$ cat config.mk
export PLATFORM = sky130hd
export DESIGN_NAME = seg_scan_driver
export DESIGN_NICKNAME = d
export VERILOG_FILES = /design/src/rtl/seg_scan_driver.sv
export SDC_FILE = /design/constraint.sdc
export NUM_CORES = 1
export LEC_CHECK = 0
export CAP_MARGIN = 20
export CELL_PAD_IN_SITES_DETAIL_PLACEMENT = 0
export CELL_PAD_IN_SITES_GLOBAL_PLACEMENT = 2
export CORE_UTILIZATION = 39
export DETAILED_ROUTE_END_ITERATION = 6
export HOLD_SLACK_MARGIN = 0.03
export MAX_ROUTING_LAYER = met4
export PLACE_DENSITY = 0.76
export SYNTH_ARGS = -nofsm -noshare
export SYNTH_HDL_FRONTEND = slang
export SYNTH_SLANG_ARGS = --single-unit
$ cat constraint.sdc
create_clock -name clk_in -period 2.12 [get_ports clk_in]
set_input_delay 0.212 -clock clk_in [delete_from_list [all_inputs] [get_ports clk_in]]
set_output_delay 0.212 -clock clk_in [all_outputs]
set_load 0.01 [all_outputs]
$ cat src/rtl/seg_scan_driver.sv
// seg_scan_driver: double-buffered 4-digit common-anode scan driver with anode guard interval.
// Define SEG_HEX_EN to decode codes 10-15 as hex glyphs; otherwise they show blank.
module seg_scan_driver #(
  parameter int TICK_DIV  = 100000,
  parameter int BLANK_CYC = 1000
) (
  input  logic        clk_in,
  input  logic        reset_n,
  input  logic [15:0] digits_in,
  input  logic [3:0]  dp_in,
  input  logic        load,
  input  logic        lz_blank,
  output logic [6:0]  seg,
  output logic        dp,
  output logic [3:0]  an,
  output logic        frame_start
);
  localparam int CW = $clog2(TICK_DIV);

  logic [CW-1:0] r_cnt;
  logic [1:0]    r_idx;
  logic [15:0]   r_sh_dig, r_act_dig;
  logic [3:0]    r_sh_dp, r_act_dp;
  logic          r_pend, r_fs, r_dp;
  logic [6:0]    r_seg;
  logic [3:0]    r_an;
  logic          w_wrap, w_bound, w_lit, w_blank;
  logic [3:0]    w_code;
  logic [6:0]    w_dec;

  function automatic logic [6:0] decode(input logic [3:0] c);
    case (c)
      4'd0:    decode = 7'b1000000;
      4'd1:    decode = 7'b1111001;
      4'd2:    decode = 7'b0100100;
      4'd3:    decode = 7'b0110000;
      4'd4:    decode = 7'b0011001;
      4'd5:    decode = 7'b0010010;
      4'd6:    decode = 7'b0000010;
      4'd7:    decode = 7'b1111000;
      4'd8:    decode = 7'b0000000;
      4'd9:    decode = 7'b0010000;
`ifdef SEG_HEX_EN
      4'd10:   decode = 7'b0001000;
      4'd11:   decode = 7'b0000011;
      4'd12:   decode = 7'b1000110;
      4'd13:   decode = 7'b0100001;
      4'd14:   decode = 7'b0000110;
      default: decode = 7'b0001110;
`else
      default: decode = 7'b1111111;
`endif
    endcase
  endfunction

  always_comb begin
    w_wrap  = r_cnt == CW'(TICK_DIV - 1);
    w_bound = w_wrap && r_idx == 2'd3;
    w_lit   = r_cnt >= CW'(BLANK_CYC);
    w_code  = r_act_dig[{r_idx, 2'b00} +: 4];
    w_dec   = decode(w_code);
    // a digit blanks only when it and every digit to its left are zero
    w_blank = lz_blank && (r_idx == 2'd3 ? r_act_dig[15:12] == 4'd0 :
                           r_idx == 2'd2 ? r_act_dig[15:8]  == 8'd0 :
                           r_idx == 2'd1 ? r_act_dig[15:4]  == 12'd0 : 1'b0);
  end

  always_ff @(posedge clk_in or negedge reset_n) begin
    if (!reset_n) begin
      r_cnt     <= '0;
      r_idx     <= 2'd0;
      r_sh_dig  <= 16'd0;
      r_sh_dp   <= 4'd0;
      r_act_dig <= 16'd0;
      r_act_dp  <= 4'd0;
      r_pend    <= 1'b0;
      r_fs      <= 1'b0;
      r_an      <= 4'hf;
      r_seg     <= 7'h7f;
      r_dp      <= 1'b1;
    end else begin
      r_cnt <= w_wrap ? '0 : r_cnt + 1'b1;
      if (w_wrap) r_idx <= r_idx + 1'b1;
      r_fs <= w_bound;
      if (w_bound && r_pend) begin
        r_act_dig <= r_sh_dig;
        r_act_dp  <= r_sh_dp;
      end
      if (load) begin
        r_sh_dig <= digits_in;
        r_sh_dp  <= dp_in;
        r_pend   <= 1'b1;
      end else if (w_bound) begin
        r_pend <= 1'b0;
      end
      r_an  <= w_lit ? ~(4'b0001 << r_idx) : 4'hf;
      r_seg <= w_lit ? (w_blank ? 7'h7f : w_dec) : 7'h7f;
      r_dp  <= w_lit ? ~r_act_dp[r_idx] : 1'b1;
    end
  end

  assign seg         = r_seg;
  assign dp          = r_dp;
  assign an          = r_an;
  assign frame_start = r_fs;
endmodule
# == Word-level counts from Yosys, hierarchy flattened ==
# Memory sizes are Yosys's and may differ from the RTL's.
# Index checks and enable logic that the tools add are counted.
# totals
in_bits,24
n_memories,1
reg_bits,73
out_inout_bits,13
romBits,112
elab_cells,43
# classes
eq_ne,4
n_addsub,2
order_cmp,2
shifts,2
bitwise,2
n_reduce_logical,7
n_mux,12
# mem_list
name,words,width,read_ports,rd_ports_with_merged_regs,wr,line_no,rtl
(no name shown),16,7,1,0,0,32,case (c)
# ops
operator,count
"17-bit by 1-bit adder with 17-bit output, second input constant",1
"17-bit equality test, second input constant",1
"17-bit by 10-bit >= comparator with 1-bit output, second input constant",1
17-bit two-way mux,1
16-bit by 5-bit indexed part select with 4-bit output,1
7-bit two-way mux,2
12-bit zero test,1
8-bit zero test,1
1-bit two-way mux,7
"2-bit equality test, second input constant",2
4-bit zero test,1
4-bit two-way mux,1
4-bit inverter,1
"1-bit by 2-bit left shift with 4-bit output, first input constant",1
1-bit logical AND,3
"2-bit by 3-bit < comparator with 1-bit output, second input constant",1
"2-bit by 1-bit adder with 2-bit output, second input constant",1
1-bit binary-select mux with 2-bit select,1
"2-bit by 1-bit equality test with 1-bit output, second input constant",1
2-bit nonzero test,1
1-bit inverter,1

# == Longest topological paths before layout ==
# depth
depth_word,7
mapped_depth,7
mapped_depth_nobuf,6

# == Worst setup path before layout ==
# Ideal clock, no wire load.
# synth_timing
path_type,register -> register
startpoint,reg r_cnt[0]
endpoint,reg r_act_dig[0]
n_path_buf,1
setup_time_ps,125
slack_ps,186
required_ps,1995
synth_period_minus_slack_ps,1934
arrival_time_ps,1810
path_stages_with_launch,7
path_cell_list,dfrtp_1 -> ha_1 -> and4_1 -> nand2_1 -> nor4_4 -> buf_6 -> mux2_2
# synth_between
elab_chain_cells,3
# synth_rtl
element,line_no,rtl
from (decl),20,logic [CW-1:0] r_cnt;
from (signal assigned),82,r_cnt <= w_wrap ? '0 : r_cnt + 1'b1;
17-bit equality test,57,w_wrap = r_cnt == CW'(TICK_DIV - 1);
1-bit logical AND,58,w_bound = w_wrap && r_idx == 2'd3;
1-bit logical AND,85,if (w_bound && r_pend) begin
to (signal assigned),86,r_act_dig <= r_sh_dig;
to (decl),22,"logic [15:0] r_sh_dig, r_act_dig;"
# Every way passes these cells.
# A chain may end at the register's enable or synchronous reset.

# == Worst setup path after layout ==
# layout_timing
startpoint,reg r_cnt[14]
endpoint,reg r_act_dp[2]
# layout_between
elab_chain_cells,3
# layout_rtl
element,line_no,rtl
17-bit equality test,57,
1-bit logical AND,58,
1-bit logical AND,85,
to (signal assigned),87,r_act_dp <= r_sh_dp;
to (decl),23,"logic [3:0] r_sh_dp, r_act_dp;"
# Every way passes these cells.

==> flow_summary_export.csv <==
group,metric,value,unit
status,status,"completed",
placement,dp_slack,0.122,ns
setup_path,max_stage_delay,0.45,ns
synth,yosysUniqueCellTypes,37,
flow_run,maxCapViolCount,0,
cells_and_area,fill_cells,723,
routing,drtIter0Drc,54,
clock_network,ctsResizeCount,0,
floorplan,start_util,41.4,%
setup_path,r2r_slack,0.12,ns
sta,worst_clock_skew,0.0115,ns
global_routing,grt.overflow.total,0,
global_routing,grt_pass1_vias,1945,
floorplan,die_w,93.5,um
clock_network,cts.sinks,73,
setup_path,crit_type,"flip-flop to flip-flop",
clock_network,cts_tree,"built",
global_routing,grt_max_degree,74,
routing,ant_nets,0,
synth,synth.avg_cell_area,13.3,um2
sta,fin_hold_ws,0.413,ns
cells_and_area,drive_above_1_share,29.0,%
setup_path,cp_top_family,"simple AND/OR/NAND/NOR gates",
sta,worst_slack,0.124,ns
clock_network,cts-root-buf,"clkbuf_8",
sta,fin_setup_tns,0,ns
floorplan,ios,37,
setup_path,slowest_stage,"dfrtp_1",
placement,place_area,3790,um2
setup_path,rr_endpoint,"r_act_dp[2]",
synth,yosysTopAreaCell,"dfrtp_1",
synth,synth_top_area_share,46.8,%
floorplan,coreArea,7890,um2
clock_network,numCtsBuffers,9,
floorplan,die-area,8730,um2
synth,synth_ff_type,"dfrtp_1",
sta,hold_violations,0,
placement,dpl.hpwl,4.01,mm
synth,syn-num-nets,280,
clock_network,clock_path_buffers,2,
synth,seq_area_frac_synth,56.5,%
synth,synth_top_cells_by_area,"dfrtp_1 (47%), mux2_2 (14%), dfstp_2 (9.7%), ha_1 (4.2%), mux4_2 (3.5%)",
sta,relSlewSlack,72.0,%
sta,fmax,501,MHz
power_and_ir_drop,leakagePower,0.00175,uW
setup_path,cp.required,2.34,ns
setup_path,critPathBufInv,1,
cells_and_area,final_area,4000,um2
sta,timing.final.crit_share,94.1,%
setup_path,worst-r2r-cell-count,5,
synth,synth_seq_cells,73,
synth,synth_edf_count,0,
clock_network,htree_levels,3,
setup_path,r2r_start,"r_cnt[14]",
sta,setup_violations,0,
setup_path,cp-start-kind,"flip-flop",
power_and_ir_drop,p_sw,553,uW
power_and_ir_drop,p_comb_share,4.7,%
placement,place.gp.congestion,0.728,
routing,wire_per_inst,14.4,um
routing,viasPerCell,4.82,
synth,syn_area,3260,um2
global_routing,grtUsageTotal,15.7,%
power_and_ir_drop,p_per_area,666,nW/um2
power_and_ir_drop,p_seq_share,54.5,%
routing,first_pass_iters,4,
cells_and_area,final_nets,330,
floorplan,die_h,93.5,um
setup_path,crit_top_cell,"nor4_4",
setup_path,crit_fanout,20,
cells_and_area,fin_util,50.8,%
synth,synth_cells,245,
routing,drt-total-wl,5.80,mm
clock_network,clock_latency,0.34,ns
sta,min_period,2.00,ns
clock_network,path_clk_slew,0.08,ns
routing,vias,1938,
power_and_ir_drop,clock_power_share,40.9,%
power_and_ir_drop,ir_drop,322,uV
cells_and_area,diodes,0,
setup_path,cp_cell_sequence,"nor4_4 > nand3_4 > nor4_4 > buf_12 > mux2_2",
synth,yosys_warnings,0,
setup_path,worst_setup_path_end_kind,"flip-flop",
sta,worst_pin_slew,0.415,ns
placement,io_buffers,36,
routing,drc,0,
global_routing,antenna_found_initial,0,
global_routing,grt_first_pass_wirelength,9.90,mm
worst_hold_path,hold_class,"input port to asynchronous set/reset pin",
sta,grt_setup_unrepaired,"no",
power_and_ir_drop,p_int,2110,uW
sta,maxSlewViolCount,0,
power_and_ir_drop,swShare,20.7,%
floorplan,rows,32,
setup_path,worstPathArrival,2.22,ns
synth,ys_async_sr_fraction,100,%
cells_and_area,area_growth,22.7,%
## worst min-delay path: stages
cell	delay [ns]
dlygate4sd3_1	0.52
buf_2	0.12
buf_12	0.32
## flip-flops by register name (all words and copies together), names as in the netlist
register and count:
r_cnt 17, r_act_dig 16, r_pend 1, dp 1
r_sh_dig 16, seg 7, r_sh_dp 4, r_act_dp 4
frame_start 1, an 4, r_idx 2
## worst max path at each step
stage | depth (start not counted) | end | slack (ns) | start
floorplan | 6 | r_act_dig[0] | 0.19 | r_cnt[0]
global placement | 5 | r_act_dig[8] | 0.16 | r_cnt[14]
detailed placement | 6 | r_act_dp[2] | 0.12 | r_cnt[0]
CTS | 5 | r_act_dig[1] | 0.11 | r_cnt[14]
global route | 6 | r_act_dig[1] | 0.008 | r_cnt[0]
finish | 5 | r_act_dp[2] | 0.12 | r_cnt[14]
## logic make-up (layout without fill, tap and decap cells)
kind of cell	after synthesis	count (layout)	synth area share (%)
XOR/XNOR	14	14	3.76
AO/OA/AOI/OAI	18	18	3.45
multiplexers	49	49	18.6
flip-flops	73	73	56.5
buffers and inverters	20	75	2.80
AND/OR/NAND/NOR	60	60	10.7
adder cells (fa/ha/maj)	11	11	4.22
## synth_stat cells, types with 3 or more instances
cell,instances
clkbuf_1,4
dfrtp_1,61
dfstp_2,12
ha_1,11
inv_1,13
mux2_2,41
mux4_2,5
nand2_1,15
nand3_1,5
nand4_1,3
nor2_1,15
nor4_1,4
o211ai_1,4
o21ai_0,7
or3_1,3
xnor2_1,8
xor2_1,6
## stage by stage
stage,std cells,total power [uW]
2_1_floorplan,245,1520
3_3_place_gp,384,1610
3_5_place_dp,384,1610
4_1_cts,401,2710
5_1_grt,402,2790
6_report,402,2670
## power groups by stage
stage	Combinational [uW]	Clock (uW)	Sequential [uW]
2_1_floorplan	46.5	0	1470
3_3_place_gp	126	0	1480
3_5_place_dp	127	0	1480
4_1_cts	129	1130	1450
5_1_grt	140	1190	1460
6_report	125	1090	1450
## cells in the final DEF, fill, tap and decap left out, types with 6 or more instances in the layout
cell type	netlist	routed
nand2_1	15	15
nor2_1	15	15
clkdlybuf4s50_1	0	35
dfrtp_1	61	61
mux2_2	41	41
dfstp_2	12	12
o21ai_0	7	7
ha_1	11	11
xor2_1	6	6
buf_4	0	7
inv_1	13	13
clkbuf_8	0	11
xnor2_1	8	8
## routing by layer
layer  up-vias  GRT usage [%]  share of wire (%)
met4         0           8.46                2.1
met3        10           3.33                3.7
met1       938           21.9                 52
met2        36           21.3                 43
met5         -              -                  0
li1        954              -                  -
## final cells by class
| type | count | area [um2] | share of cell area [%] |
|---|---|---|---|
| inverter | 13 | 48.8 | 1.22 |
| clock inverter | 3 | 40.0 | 1.00 |
| timing repair buffer | 46 | 458 | 11.4 |
| clock buffer | 13 | 159 | 3.97 |
| sequential | 73 | 1840 | 46.0 |
| tap | 102 | 128 | 3.19 |
| multi-input combinational | 152 | 1330 | 33.2 |
## repair_timing
action                                  CTS  global route
setup buffers                             0             1
hold buffers                              1             0
endpoints found under the setup margin    0             8
hold endpoints to repair                 61             0
No activity file was read; power rests on OpenSTA's default activity.
